<file path="src/rtl/load_store_unit_if.sv">
// Request, data-memory bus and writeback signals of the load/store unit.
// The slave modport is the unit itself. The master modport is the side that
// drives requests and answers the memory bus.
interface load_store_unit_if #(
    parameter int XLEN      = 32,
    parameter int REG_SEL_W = 5
);
    logic                   iRead;
    logic                   iWrite;
    logic [XLEN-1:0]        iAddr;
    logic [XLEN-1:0]        iData;
    logic [2:0]             iOpType;
    logic [REG_SEL_W-1:0]   iRdAddr;
    logic                   iFlush;
    logic                   oReady;

    logic                   oMemReq;
    logic                   oMemWe;
    logic [XLEN-1:0]        oMemAddr;
    logic [XLEN-1:0]        oMemWdata;
    logic [XLEN/8-1:0]      oMemBe;
    logic                   iMemAck;
    logic [XLEN-1:0]        iMemRdata;

    logic                   oRegDv;
    logic [REG_SEL_W-1:0]   oRegAddr;
    logic [XLEN-1:0]        oRegData;
    logic                   oErr;
    logic [1:0]             oErrCause;

    modport slave (
        input  iRead, iWrite, iAddr, iData, iOpType, iRdAddr, iFlush,
        output oReady,
        output oMemReq, oMemWe, oMemAddr, oMemWdata, oMemBe,
        input  iMemAck, iMemRdata,
        output oRegDv, oRegAddr, oRegData, oErr, oErrCause
    );

    modport master (
        output iRead, iWrite, iAddr, iData, iOpType, iRdAddr, iFlush,
        input  oReady,
        input  oMemReq, oMemWe, oMemAddr, oMemWdata, oMemBe,
        output iMemAck, iMemRdata,
        input  oRegDv, oRegAddr, oRegData, oErr, oErrCause
    );
endinterface

</file>
<file path="src/rtl/load_store_unit.sv">
// Memory-access stage: checks an ALU memory op, runs one req/ack bus
// transaction at a time, and turns load data into a writeback record.
// Catches misaligned accesses, illegal op types and a bus that never answers.
module load_store_unit #(
    parameter int XLEN        = 32,
    parameter int REG_SEL_W   = 5,
    parameter int TIMEOUT_CYC = 64
) (
    input  logic             iClk,
    input  logic             iRst,
    load_store_unit_if.slave bus
);
    localparam int NB     = XLEN / 8;
    localparam int LANE_W = $clog2(NB);
    localparam int CNT_W  = (TIMEOUT_CYC > 1) ? $clog2(TIMEOUT_CYC) : 1;
    localparam int TO_LAST_I = (TIMEOUT_CYC > 0) ? TIMEOUT_CYC - 1 : 0;
    localparam logic [CNT_W-1:0] TO_LAST = CNT_W'(TO_LAST_I);

    typedef enum logic [1:0] {IDLE, BUS, RESP} state_t;

    state_t                 state;
    logic [CNT_W-1:0]       timeoutCnt;
    logic                   killFlag;
    logic                   isLoad;
    logic [LANE_W-1:0]      lane;
    logic [2:0]             opType;
    logic [REG_SEL_W-1:0]   rdAddr;

    logic [LANE_W-1:0]      inLane;
    logic [1:0]             inSize;
    logic                   opIllegal;
    logic                   opMisaligned;
    logic [NB-1:0]          inBe;
    logic [XLEN-1:0]        inWdata;
    logic [XLEN-1:0]        inAlignedAddr;

    // Byte-enable pattern for an access size before it is moved to its lane.
    function automatic logic [NB-1:0] beMask(input logic [1:0] size);
        case (size)
            2'b00:   return NB'(1);
            2'b01:   return NB'(3);
            2'b10:   return NB'(15);
            default: return '1;
        endcase
    endfunction

    // Bring the addressed bytes down to bit 0, then sign- or zero-extend.
    function automatic logic [XLEN-1:0] extendLoad(input logic [XLEN-1:0]   raw,
                                                   input logic [LANE_W-1:0] ln,
                                                   input logic [2:0]        op);
        logic [XLEN-1:0] s;
        s = raw >> {ln, 3'b000};
        case (op)
            3'b000:  return XLEN'($signed(s[7:0]));
            3'b001:  return XLEN'($signed(s[15:0]));
            3'b010:  return XLEN'($signed(s[31:0]));
            3'b100:  return XLEN'(s[7:0]);
            3'b101:  return XLEN'(s[15:0]);
            3'b110:  return XLEN'(s[31:0]);
            default: return s;
        endcase
    endfunction

    // Decode the presented op: legality, alignment, lane placement.
    always_comb begin
        inLane        = bus.iAddr[LANE_W-1:0];
        inSize        = bus.iOpType[1:0];
        opIllegal     = (bus.iRead & bus.iWrite)
                      | (bus.iOpType == 3'b111)
                      | (bus.iWrite & bus.iOpType[2])
                      | ((XLEN == 32) & ((bus.iOpType == 3'b011) | (bus.iOpType == 3'b110)));
        case (inSize)
            2'b00:   opMisaligned = 1'b0;
            2'b01:   opMisaligned = bus.iAddr[0];
            2'b10:   opMisaligned = |bus.iAddr[1:0];
            default: opMisaligned = |bus.iAddr[2:0];
        endcase
        inBe          = beMask(inSize) << inLane;
        inWdata       = bus.iData << {inLane, 3'b000};
        inAlignedAddr = {bus.iAddr[XLEN-1:LANE_W], {LANE_W{1'b0}}};
    end

    // IDLE/BUS/RESP sequencer; every output is registered here.
    always_ff @(posedge iClk) begin
        if (iRst) begin
            state         <= IDLE;
            timeoutCnt    <= '0;
            killFlag      <= 1'b0;
            bus.oReady    <= 1'b1;
            bus.oMemReq   <= 1'b0;
            bus.oMemWe    <= 1'b0;
            bus.oMemAddr  <= '0;
            bus.oMemWdata <= '0;
            bus.oMemBe    <= '0;
            bus.oRegDv    <= 1'b0;
            bus.oRegAddr  <= '0;
            bus.oRegData  <= '0;
            bus.oErr      <= 1'b0;
            bus.oErrCause <= 2'b00;
        end else begin
            bus.oRegDv <= 1'b0;
            bus.oErr   <= 1'b0;
            case (state)
                IDLE: begin
                    if ((bus.iRead | bus.iWrite) & ~bus.iFlush) begin
                        if (opIllegal) begin
                            bus.oErr      <= 1'b1;
                            bus.oErrCause <= 2'b10;
                        end else if (opMisaligned) begin
                            bus.oErr      <= 1'b1;
                            bus.oErrCause <= 2'b01;
                        end else begin
                            state         <= BUS;
                            bus.oReady    <= 1'b0;
                            bus.oMemReq   <= 1'b1;
                            bus.oMemWe    <= bus.iWrite;
                            bus.oMemAddr  <= inAlignedAddr;
                            bus.oMemWdata <= inWdata;
                            bus.oMemBe    <= inBe;
                            isLoad        <= bus.iRead;
                            lane          <= inLane;
                            opType        <= bus.iOpType;
                            rdAddr        <= bus.iRdAddr;
                            timeoutCnt    <= '0;
                            killFlag      <= 1'b0;
                        end
                    end
                end
                BUS: begin
                    if (bus.iMemAck) begin
                        // A flush arriving with the ack still cancels the writeback.
                        bus.oMemReq <= 1'b0;
                        killFlag    <= 1'b0;
                        timeoutCnt  <= '0;
                        if (isLoad) begin
                            state        <= RESP;
                            bus.oRegDv   <= ~killFlag & ~bus.iFlush & (rdAddr != '0);
                            bus.oRegAddr <= rdAddr;
                            bus.oRegData <= extendLoad(bus.iMemRdata, lane, opType);
                        end else begin
                            state      <= IDLE;
                            bus.oReady <= 1'b1;
                        end
                    end else begin
                        if (bus.iFlush) begin
                            killFlag <= 1'b1;
                        end
                        if ((TIMEOUT_CYC != 0) && (timeoutCnt == TO_LAST)) begin
                            state         <= IDLE;
                            bus.oReady    <= 1'b1;
                            bus.oMemReq   <= 1'b0;
                            bus.oErr      <= 1'b1;
                            bus.oErrCause <= 2'b11;
                            timeoutCnt    <= '0;
                            killFlag      <= 1'b0;
                        end else begin
                            timeoutCnt <= timeoutCnt + CNT_W'(1);
                        end
                    end
                end
                RESP: begin
                    state      <= IDLE;
                    bus.oReady <= 1'b1;
                end
                default: begin
                    state      <= IDLE;
                    bus.oReady <= 1'b1;
                end
            endcase
        end
    end
endmodule
</file>
<file path="src/flat_wrapper.sv">
// flat-port wrapper written by rule: the top's interface ports become plain ports
module load_store_unit_flat 
#(
    parameter int XLEN        = 32,
    parameter int REG_SEL_W   = 5,
    parameter int TIMEOUT_CYC = 64
)
  (iClk, iRst, bus_iRead, bus_iWrite, bus_iAddr, bus_iData, bus_iOpType, bus_iRdAddr, bus_iFlush, bus_oReady, bus_oMemReq, bus_oMemWe, bus_oMemAddr, bus_oMemWdata, bus_oMemBe, bus_iMemAck, bus_iMemRdata, bus_oRegDv, bus_oRegAddr, bus_oRegData, bus_oErr, bus_oErrCause);
  load_store_unit_if #(.XLEN(XLEN), .REG_SEL_W(REG_SEL_W)) bus_i ();
  input  logic iClk;
  input  logic iRst;
  input wire logic [$bits(bus_i.iRead)-1:0] bus_iRead;
  input wire logic [$bits(bus_i.iWrite)-1:0] bus_iWrite;
  input wire logic [$bits(bus_i.iAddr)-1:0] bus_iAddr;
  input wire logic [$bits(bus_i.iData)-1:0] bus_iData;
  input wire logic [$bits(bus_i.iOpType)-1:0] bus_iOpType;
  input wire logic [$bits(bus_i.iRdAddr)-1:0] bus_iRdAddr;
  input wire logic [$bits(bus_i.iFlush)-1:0] bus_iFlush;
  output wire logic [$bits(bus_i.oReady)-1:0] bus_oReady;
  output wire logic [$bits(bus_i.oMemReq)-1:0] bus_oMemReq;
  output wire logic [$bits(bus_i.oMemWe)-1:0] bus_oMemWe;
  output wire logic [$bits(bus_i.oMemAddr)-1:0] bus_oMemAddr;
  output wire logic [$bits(bus_i.oMemWdata)-1:0] bus_oMemWdata;
  output wire logic [$bits(bus_i.oMemBe)-1:0] bus_oMemBe;
  input wire logic [$bits(bus_i.iMemAck)-1:0] bus_iMemAck;
  input wire logic [$bits(bus_i.iMemRdata)-1:0] bus_iMemRdata;
  output wire logic [$bits(bus_i.oRegDv)-1:0] bus_oRegDv;
  output wire logic [$bits(bus_i.oRegAddr)-1:0] bus_oRegAddr;
  output wire logic [$bits(bus_i.oRegData)-1:0] bus_oRegData;
  output wire logic [$bits(bus_i.oErr)-1:0] bus_oErr;
  output wire logic [$bits(bus_i.oErrCause)-1:0] bus_oErrCause;
  assign bus_i.iRead = bus_iRead;
  assign bus_i.iWrite = bus_iWrite;
  assign bus_i.iAddr = bus_iAddr;
  assign bus_i.iData = bus_iData;
  assign bus_i.iOpType = bus_iOpType;
  assign bus_i.iRdAddr = bus_iRdAddr;
  assign bus_i.iFlush = bus_iFlush;
  assign bus_oReady = bus_i.oReady;
  assign bus_oMemReq = bus_i.oMemReq;
  assign bus_oMemWe = bus_i.oMemWe;
  assign bus_oMemAddr = bus_i.oMemAddr;
  assign bus_oMemWdata = bus_i.oMemWdata;
  assign bus_oMemBe = bus_i.oMemBe;
  assign bus_i.iMemAck = bus_iMemAck;
  assign bus_i.iMemRdata = bus_iMemRdata;
  assign bus_oRegDv = bus_i.oRegDv;
  assign bus_oRegAddr = bus_i.oRegAddr;
  assign bus_oRegData = bus_i.oRegData;
  assign bus_oErr = bus_i.oErr;
  assign bus_oErrCause = bus_i.oErrCause;
  load_store_unit #(.XLEN(XLEN), .REG_SEL_W(REG_SEL_W), .TIMEOUT_CYC(TIMEOUT_CYC)) u_core (.iClk(iClk), .iRst(iRst), .bus(bus_i));
endmodule
</file>
<file path="config.mk">
export PLATFORM = sky130hd
export DESIGN_NAME = load_store_unit_flat
export DESIGN_NICKNAME = d
export VERILOG_FILES = /design/src/rtl/load_store_unit_if.sv /design/src/rtl/load_store_unit.sv /design/src/flat_wrapper.sv
export SDC_FILE = /design/constraint.sdc
export NUM_CORES = 1
export LEC_CHECK = 0
export BUFFER_PORTS_ARGS = -buffer_cell sky130_fd_sc_hd__clkbuf_2
export CAP_MARGIN = 10
export CORE_MARGIN = 2
export CORE_UTILIZATION = 49
export CTS_CLUSTER_DIAMETER = 100
export DETAILED_ROUTE_END_ITERATION = 10
export GPL_TIMING_DRIVEN = 0
export PLACE_DENSITY_LB_ADDON = 0.12
export SLEW_MARGIN = 20
export SYNTH_ARGS = -nofsm -noshare
export SYNTH_HDL_FRONTEND = slang
export SYNTH_SLANG_ARGS = --single-unit
</file>
<file path="constraint.sdc">
create_clock -name iClk -period 2.4 [get_ports iClk]
set_input_delay 0.36 -clock iClk [delete_from_list [all_inputs] [get_ports iClk]]
set_output_delay 0.36 -clock iClk [all_outputs]
set_load 0.01 [all_outputs]
</file>
==> reports/metrics.csv, run 1 <==
metric;value;unit
status;finished clean;
IO buf count;219;
largest net degree at the start of global routing;17;
Mapped Avg Cell Area;8.85;um2
xor and xnor area share after synthesis;0;%
Post-Route Setup TNS;0;ns
Post-synth top cells;dfxtp_1, a21oi_1, nand2_1;
Yosys top cell area share;41.3;%
endpoints failing setup;0;
hold path depth;1;
Critical path origin;u_core.state[1];
global route overflow;0;
initial antenna violation count;0;
Wirelength per Cell;17.9;um
sequential cell area;2710;um2
Num CTS Buffers;17;
vias in the first global route;5859;
LEAKAGE;3.18;nW
Final WS setup;0.264;ns
n_diodes;0;
Die Area;12700;um2
Initial Utilization;50.3;%
# H-tree levels;4;
clock slew at reported path FFs;0.05;ns
WL met1;7760;um
Pwr Density;722;nW/um2
slew margin rel.;34.1;%
Fill cells;996;
simple-gate share of the synthesized area;14.2;%
critical path type;register to register;
drt initial violations;510;
crit path max-delay cell type;nor3_2;
register area share after synthesis;47.0;%
largest area contributor in the netlist;dfxtp_1;
CTS max path bufs;2;
Critical Path Start Type;register;
Pre-antenna DRT Iters;5;
CTS Hold Bufs;0;
Worst Clk Skew;0.00590;ns
Final Hold Fails;0;
post-synthesis compound-gate area fraction;24.2;%
first-pass GRT wire length;29300;um
drt via density;5.78;
Cell Chain, Critical Path;clkbuf_2 -> nor3_2 -> clkbuf_2 -> nand2_1 -> nor2_4;
fin. max-slew vios;0;
root buf cell;clkbuf_16;
width of the die;113;um
synthesis-stage register bit count;130;
Final Critical Period;2.14;ns
Sink Count;130;
Layout Nets;1002;
worst-margin pin slew;0.988;ns
Worst Path Arrival;2.22;ns
Via Count;6047;
core area;11500;um2
post-synthesis cell area;5770;um2
most common cell in the netlist;dfxtp_1;
post-CTS setup buffer count;0;
RSZ-0062 raised after global routing;no;
met3 WL;1630;um
dominant cells by area after synthesis;dfxtp_1, a21oi_1, edfxtp_1;
worst r2r src;u_core.state[1];
layout cells sized above 1;32.2;%
ANT nets after route;0;
worst flop-to-flop path endpoint;u_core.opType[0];
ys async rst share;0;%
peak supply drop;0.514;mV
Synth warnings;0;
Post-synth EDFFs;11;
Critical Path Max Stage Delay;0.52;ns
Max Used Layer;met4;
die height;113;um
crit-path max FO;11;
delay-heaviest family, CP;simple AND/OR/NAND/NOR gates;
Crit path depth;5;
Final period util;89.0;%
GRT Total Usage;29.3;%
hpwl dp;13800;um
area of the multi-input gates;2780;um2
Routed WL;18800;um
drt drc;0;
Adder-Cell Fraction of Synth Area;0.217;%
worst slack, placed;-0.747;ns
Worst setup EP type;register;
HP Class;input port to register;
worst reg2reg setup slack;0.26;ns
CP bufs+invs;2;
post-synth cell types;49;
mux contribution to synthesized area;9.09;%
CP required;2.48;ns
Area Overhead vs Synth;33.1;%
Main synth FF type;dfxtp_1;
CTS tree;built;
most frequent CP cell;clkbuf_2;
later-pin clock latency in the skew report;0.42;ns
gp weighted congestion;0.903;
CP Capture Point;u_core.opType[0];
wire length on met2;8730;um
reg2reg path depth;5;
num ports;222;
fin util;66.9;%
# Max-Cap Violations;0;
FMAX;468;MHz
largest family of logic cells by synthesized area;compound AO/OA/AOI/OAI gates;
Site Rows;39;
Mapped Cells;652;
-- area by class of cell --
class	count	share of cell area [%]
Timing Repair Buffer	219	14.3
Tap cell	143	2.33
Buffer	63	3.73
Sequential cell	130	35.3
Clock buffer	22	6.32
Inverter	3	0.147
Clock inverter	9	1.68
Multi-Input combinational cell	457	36.2
-- routing by layer --
metal | global-route usage, % | up-vias
met2 | 46.5 | 319
met3 | 7.45 | 54
li1 | - | 2855
met5 | 0 | -
met4 | 15.0 | 0
met1 | 37.0 | 2819
-- what timing repair did --
action                                  4_1_cts  5_1_grt
endpoints found under the setup margin       20       11
gates cloned                                  0        0
resized for setup                             3        2
-- sequential cells by signal, summed over array words and instances (netlist names), 2 cells and up --
signal and count:
u_core.lane 2, u_core.bus.oRegData 32, u_core.bus.oMemWdata 32, u_core.timeoutCnt 6, u_core.opType 3, u_core.state 2
u_core.bus.oMemAddr 30, u_core.rdAddr 5, u_core.bus.oMemBe 4, u_core.bus.oRegAddr 5, u_core.bus.oErrCause 2
-- report_power, final --
part | switching (mW) | total, mW | internal, mW
combinational | 0.367 | 0.589 | 0.222
sequential | 0.0286 | 2.27 | 2.24
clock | 0.946 | 2.69 | 1.74
-- worst reg2reg max path, stage by stage (launching register included) --
cell and delay [ns]:
dfxtp_1 0.30, clkbuf_2 0.16, nor3_2 0.52, clkbuf_2 0.34, nand2_1 0.17, nor2_4 0.32
-- worst min-delay path by stage --
stage | end | startpoint | slack, ns
finish | u_core.rdAddr[0] | bus_iRdAddr[0] | 0.12
global route | u_core.rdAddr[1] | bus_iRdAddr[1] | 0.11
CTS | u_core.rdAddr[0] | bus_iRdAddr[0] | 0.11
detailed placement | u_core.bus.oRegDv | u_core.killFlag | 0.42
global placement | u_core.bus.oRegDv | u_core.killFlag | 0.42
floorplan | u_core.bus.oRegDv | u_core.killFlag | 0.40
-- layout by cell type (no fill, tap or decap), types with 28 or more instances in the layout --
master    instances
nor2_1           44
dfxtp_1         119
nand2_1          58
nand3_1          34
o21ai_0          55
a211oi_1         28
clkbuf_1         46
clkbuf_2        221
mux2i_1          31
a21oi_1          93
-- logic make-up (layout without fill, tap and decap cells) --
kind of cell / count (synthesis) / after routing
multiplexers: 49 / 49
flip-flops: 130 / 130
AND/OR/NAND/NOR: 179 / 179
other: 1 / 2
adder cells (fa/ha/maj): 1 / 1
AO/OA/AOI/OAI: 226 / 226
buffers and inverters: 66 / 316
-- metrics by stage --
stage,std cells,hold WS [ns],total power [mW],area [um2]
after floorplan,653,0.399,2.62,5770
after global placement,1015,0.419,2.88,7050
after detailed placement,1015,0.421,2.89,7050
after CTS,1046,0.112,5.55,7670
after global routing,1046,0.113,5.71,7680
final,1046,0.122,5.54,7680
No activity file was read; power rests on OpenSTA's default activity.
==> run 2: changes to the inputs <==
ABC_AREA = 1   (was default)
CORE_MARGIN = 1.5   (was 2)
CORE_UTILIZATION = 50   (was 49)
==> run 2 against run 1 <==
  * Sequential share of layout area is 1.7 points lower
  * Core utilization grew 0.12 points
  * Combinational power down 2%
  * Sequential cell count stayed put
  * Synthesized cell count grew 29%
  * Final cell count is 18% higher
  * Hold slack worse by 0.0056 ns
  * Wire length shrank 3.0%
  * Register-to-register slack gained 0.40 ns
  * Final area up 4.9%
  * Critical endpoint is now u_core.bus.oRegData[10]
==> reports/metrics.csv, run 2 <==
metric;value;unit;change
Post-Route Setup TNS;0;ns;unchanged
Final Critical Period;1.73;ns;-0.403 ns
drt via density;5.20;;-10%
Worst setup EP type;register;;
critical path type;register to register;;
fin. max-slew vios;0;;unchanged
Initial Utilization;51.1;%;+0.75 points
gp weighted congestion;0.928;;+2.8%
xor and xnor area share after synthesis;0.143;%;+0.14 points
Regs by FF count;u_core.bus.oMemWdata x32, u_core.bus.oRegData x32, u_core.bus.oMemAddr x30;;
Post-Layout Inst Area;8060;um2;+4.9%
Final Hold Fails;0;;unchanged
Yosys top cell area share;38.8;%;-2.5 points
IO buf count;219;;unchanged
# Max-Cap Violations;0;;unchanged
Area Overhead vs Synth;31.3;%;
synthesis-stage register bit count;130;;unchanged
Final period util;72.2;%;-17 points
later-pin clock latency in the skew report;0.42;ns;about the same
width of the die;114;um;+1.1%
crit-path max FO;10;;-1
final non-filler cell total;1238;;+18%
FMAX;577;MHz;+23%
ANT nets after route;0;;unchanged
# H-tree levels;4;;unchanged
Routed WL;18200;um;-3.0%
post-synth cell types;42;;-14%
hold path depth;1;;unchanged
drt drc;0;;unchanged
Sink Count;130;;unchanged
register area share after synthesis;44.2;%;-2.8 points
reg2reg path depth;7;;+2
CTS max path bufs;2;;unchanged
most frequent cells in the layout;clkbuf_2, nand2_1, dfxtp_1, a21oi_1, o21ai_0;;
global route overflow;0;;unchanged
post-CTS setup buffer count;0;;unchanged
clock slew at reported path FFs;0.06;ns;about the same
initial antenna violation count;0;;unchanged
Via Count;6435;;+6.4%
peak supply drop;0.458;mV;-11%
Num CTS Buffers;17;;unchanged
worst-margin pin slew;0.595;ns;-0.394 ns
worst slack, placed;0.463;ns;+1.21 ns
Post-synth top cells;nand2_1, dfxtp_1, a21oi_1;;
dominant cells by area after synthesis;dfxtp_1, nand2_1, a21oi_1;;
core area;12000;um2;+4.7%
num ports;222;;unchanged
Final WS setup;0.667;ns;+0.403 ns
largest area contributor in the netlist;dfxtp_1;;
hpwl dp;13700;um;-1.0%
endpoints failing setup;0;;unchanged
largest family of logic cells by synthesized area;simple AND/OR/NAND/NOR gates;;
Mapped Cells;839;;+29%
Post-synth EDFFs;11;;unchanged
CTS Hold Bufs;0;;unchanged
vias in the first global route;6027;;+2.9%
CTS tree;built;;
CP required;2.72;ns;+0.24 ns
slew margin rel.;60.3;%;+26 points
Critical Path Start Type;register;;
Post-DP Area;7420;um2;+5.2%
Worst Clk Skew;0.00582;ns;-0.0000794 ns
Adder-Cell Fraction of Synth Area;0.204;%;-0.013 points
post-synthesis compound-gate area fraction;18.5;%;-5.7 points
largest net degree at the start of global routing;21;;+4
Wirelength per Cell;14.7;um;-18%
Synth warnings;0;;unchanged
simple-gate share of the synthesized area;26.8;%;+13 points
status;finished clean;;
layout cells sized above 1;29.2;%;-3.0 points
GRT Total Usage;28.5;%;-0.75 points
fin util;67.1;%;+0.12 points
most common cell in the netlist;nand2_1;;
Die Area;12900;um2;+2.2%
drt initial violations;364;;-29%
Main synth FF type;dfxtp_1;;
die height;114;um;+1.1%
HP Class;input port to register;;
commonest non-fill, non-tap cell in the layout;clkbuf_2;;
Pwr Density;702;nW/um2;-2.8%
n_diodes;0;;unchanged
Layout Nets;1189;;+19%
Site Rows;40;;+2.6%
Worst Path Arrival;2.05;ns;-0.17 ns
first-pass GRT wire length;28800;um;-1.8%
mux contribution to synthesized area;0;%;-9.1 points
LEAKAGE;3.85;nW;+21%
PostCTS Resize Cnt;0;;-3
Pre-antenna DRT Iters;6;;+1
Mapped Avg Cell Area;7.31;um2;-17%
ys async rst share;0;%;unchanged
RSZ-0062 raised after global routing;no;;
post-synthesis cell area;6130;um2;+6.3%
root buf cell;clkbuf_16;;
placed insts;1206;;+19%
==> run 2: cell families (layout without fill, tap and decap cells) <==
logic type	after synthesis	count (layout)
simple gates	364	364
compound gates	210	210
buf+inv	132	383
flops	130	130
fa+ha+maj	1	1
other cells	1	2
xor+xnor	1	1
==> run 2: path summary, 6_finish.rpt <==
check | startpoint | endpoint | slack (ns)
max | u_core.lane[0] | u_core.bus.oRegData[10] | 0.67
min | bus_iRdAddr[4] | u_core.rdAddr[4] | 0.12
min reg2reg | u_core.bus.oErrCause[1] | u_core.bus.oErrCause[1] | 0.45
max reg2reg | u_core.lane[0] | u_core.bus.oRegData[10] | 0.67
==> run 2: critical path, stage by stage, from the launching register on <==
cell	delay [ns]
edfxtp_1	0.46
inv_2	0.14
clkbuf_1	0.33
o21ai_0	0.22
o21ai_0	0.22
nand3_1	0.14
nand2_1	0.08
inv_1	0.04
==> run 2: power by group <==
group          switching (mW)  total (mW)  internal [mW]  leakage [nW]
clock                   0.974        2.81           1.84         0.307
combinational           0.362       0.579          0.217          2.48
sequential             0.0267        2.26           2.24          1.06
==> run 2: final cells by class <==
type | instances | area (um2)
Sequential cell | 130 | 2710
Tap cell | 147 | 184
Clock buffer | 18 | 429
Fill cell | 1089 | 3960
Multi-Input combinational cell | 578 | 2810
Inverter | 72 | 273
Clock inverter | 14 | 209
Buffer | 60 | 344
Timing Repair Buffer | 219 | 1100
==> run 2: routing by layer <==
metal | wire [um] | up-vias | global-route usage (%)
li1 | - | 3258 | -
met1 | 7540 | 2850 | 34.3
met2 | 8800 | 286 | 48.0
met3 | 1360 | 41 | 7.55
met4 | 500 | 0 | 13.0
met5 | 0 | - | 0
==> run 2: per-stage QoR <==
step	power, mW	hold WS [ns]
6_report	5.65	0.117
5_1_grt	5.84	0.0994
3_3_place_gp	2.88	0.436
3_5_place_dp	2.88	0.439
4_1_cts	5.68	0.0962
2_1_floorplan	2.63	0.423
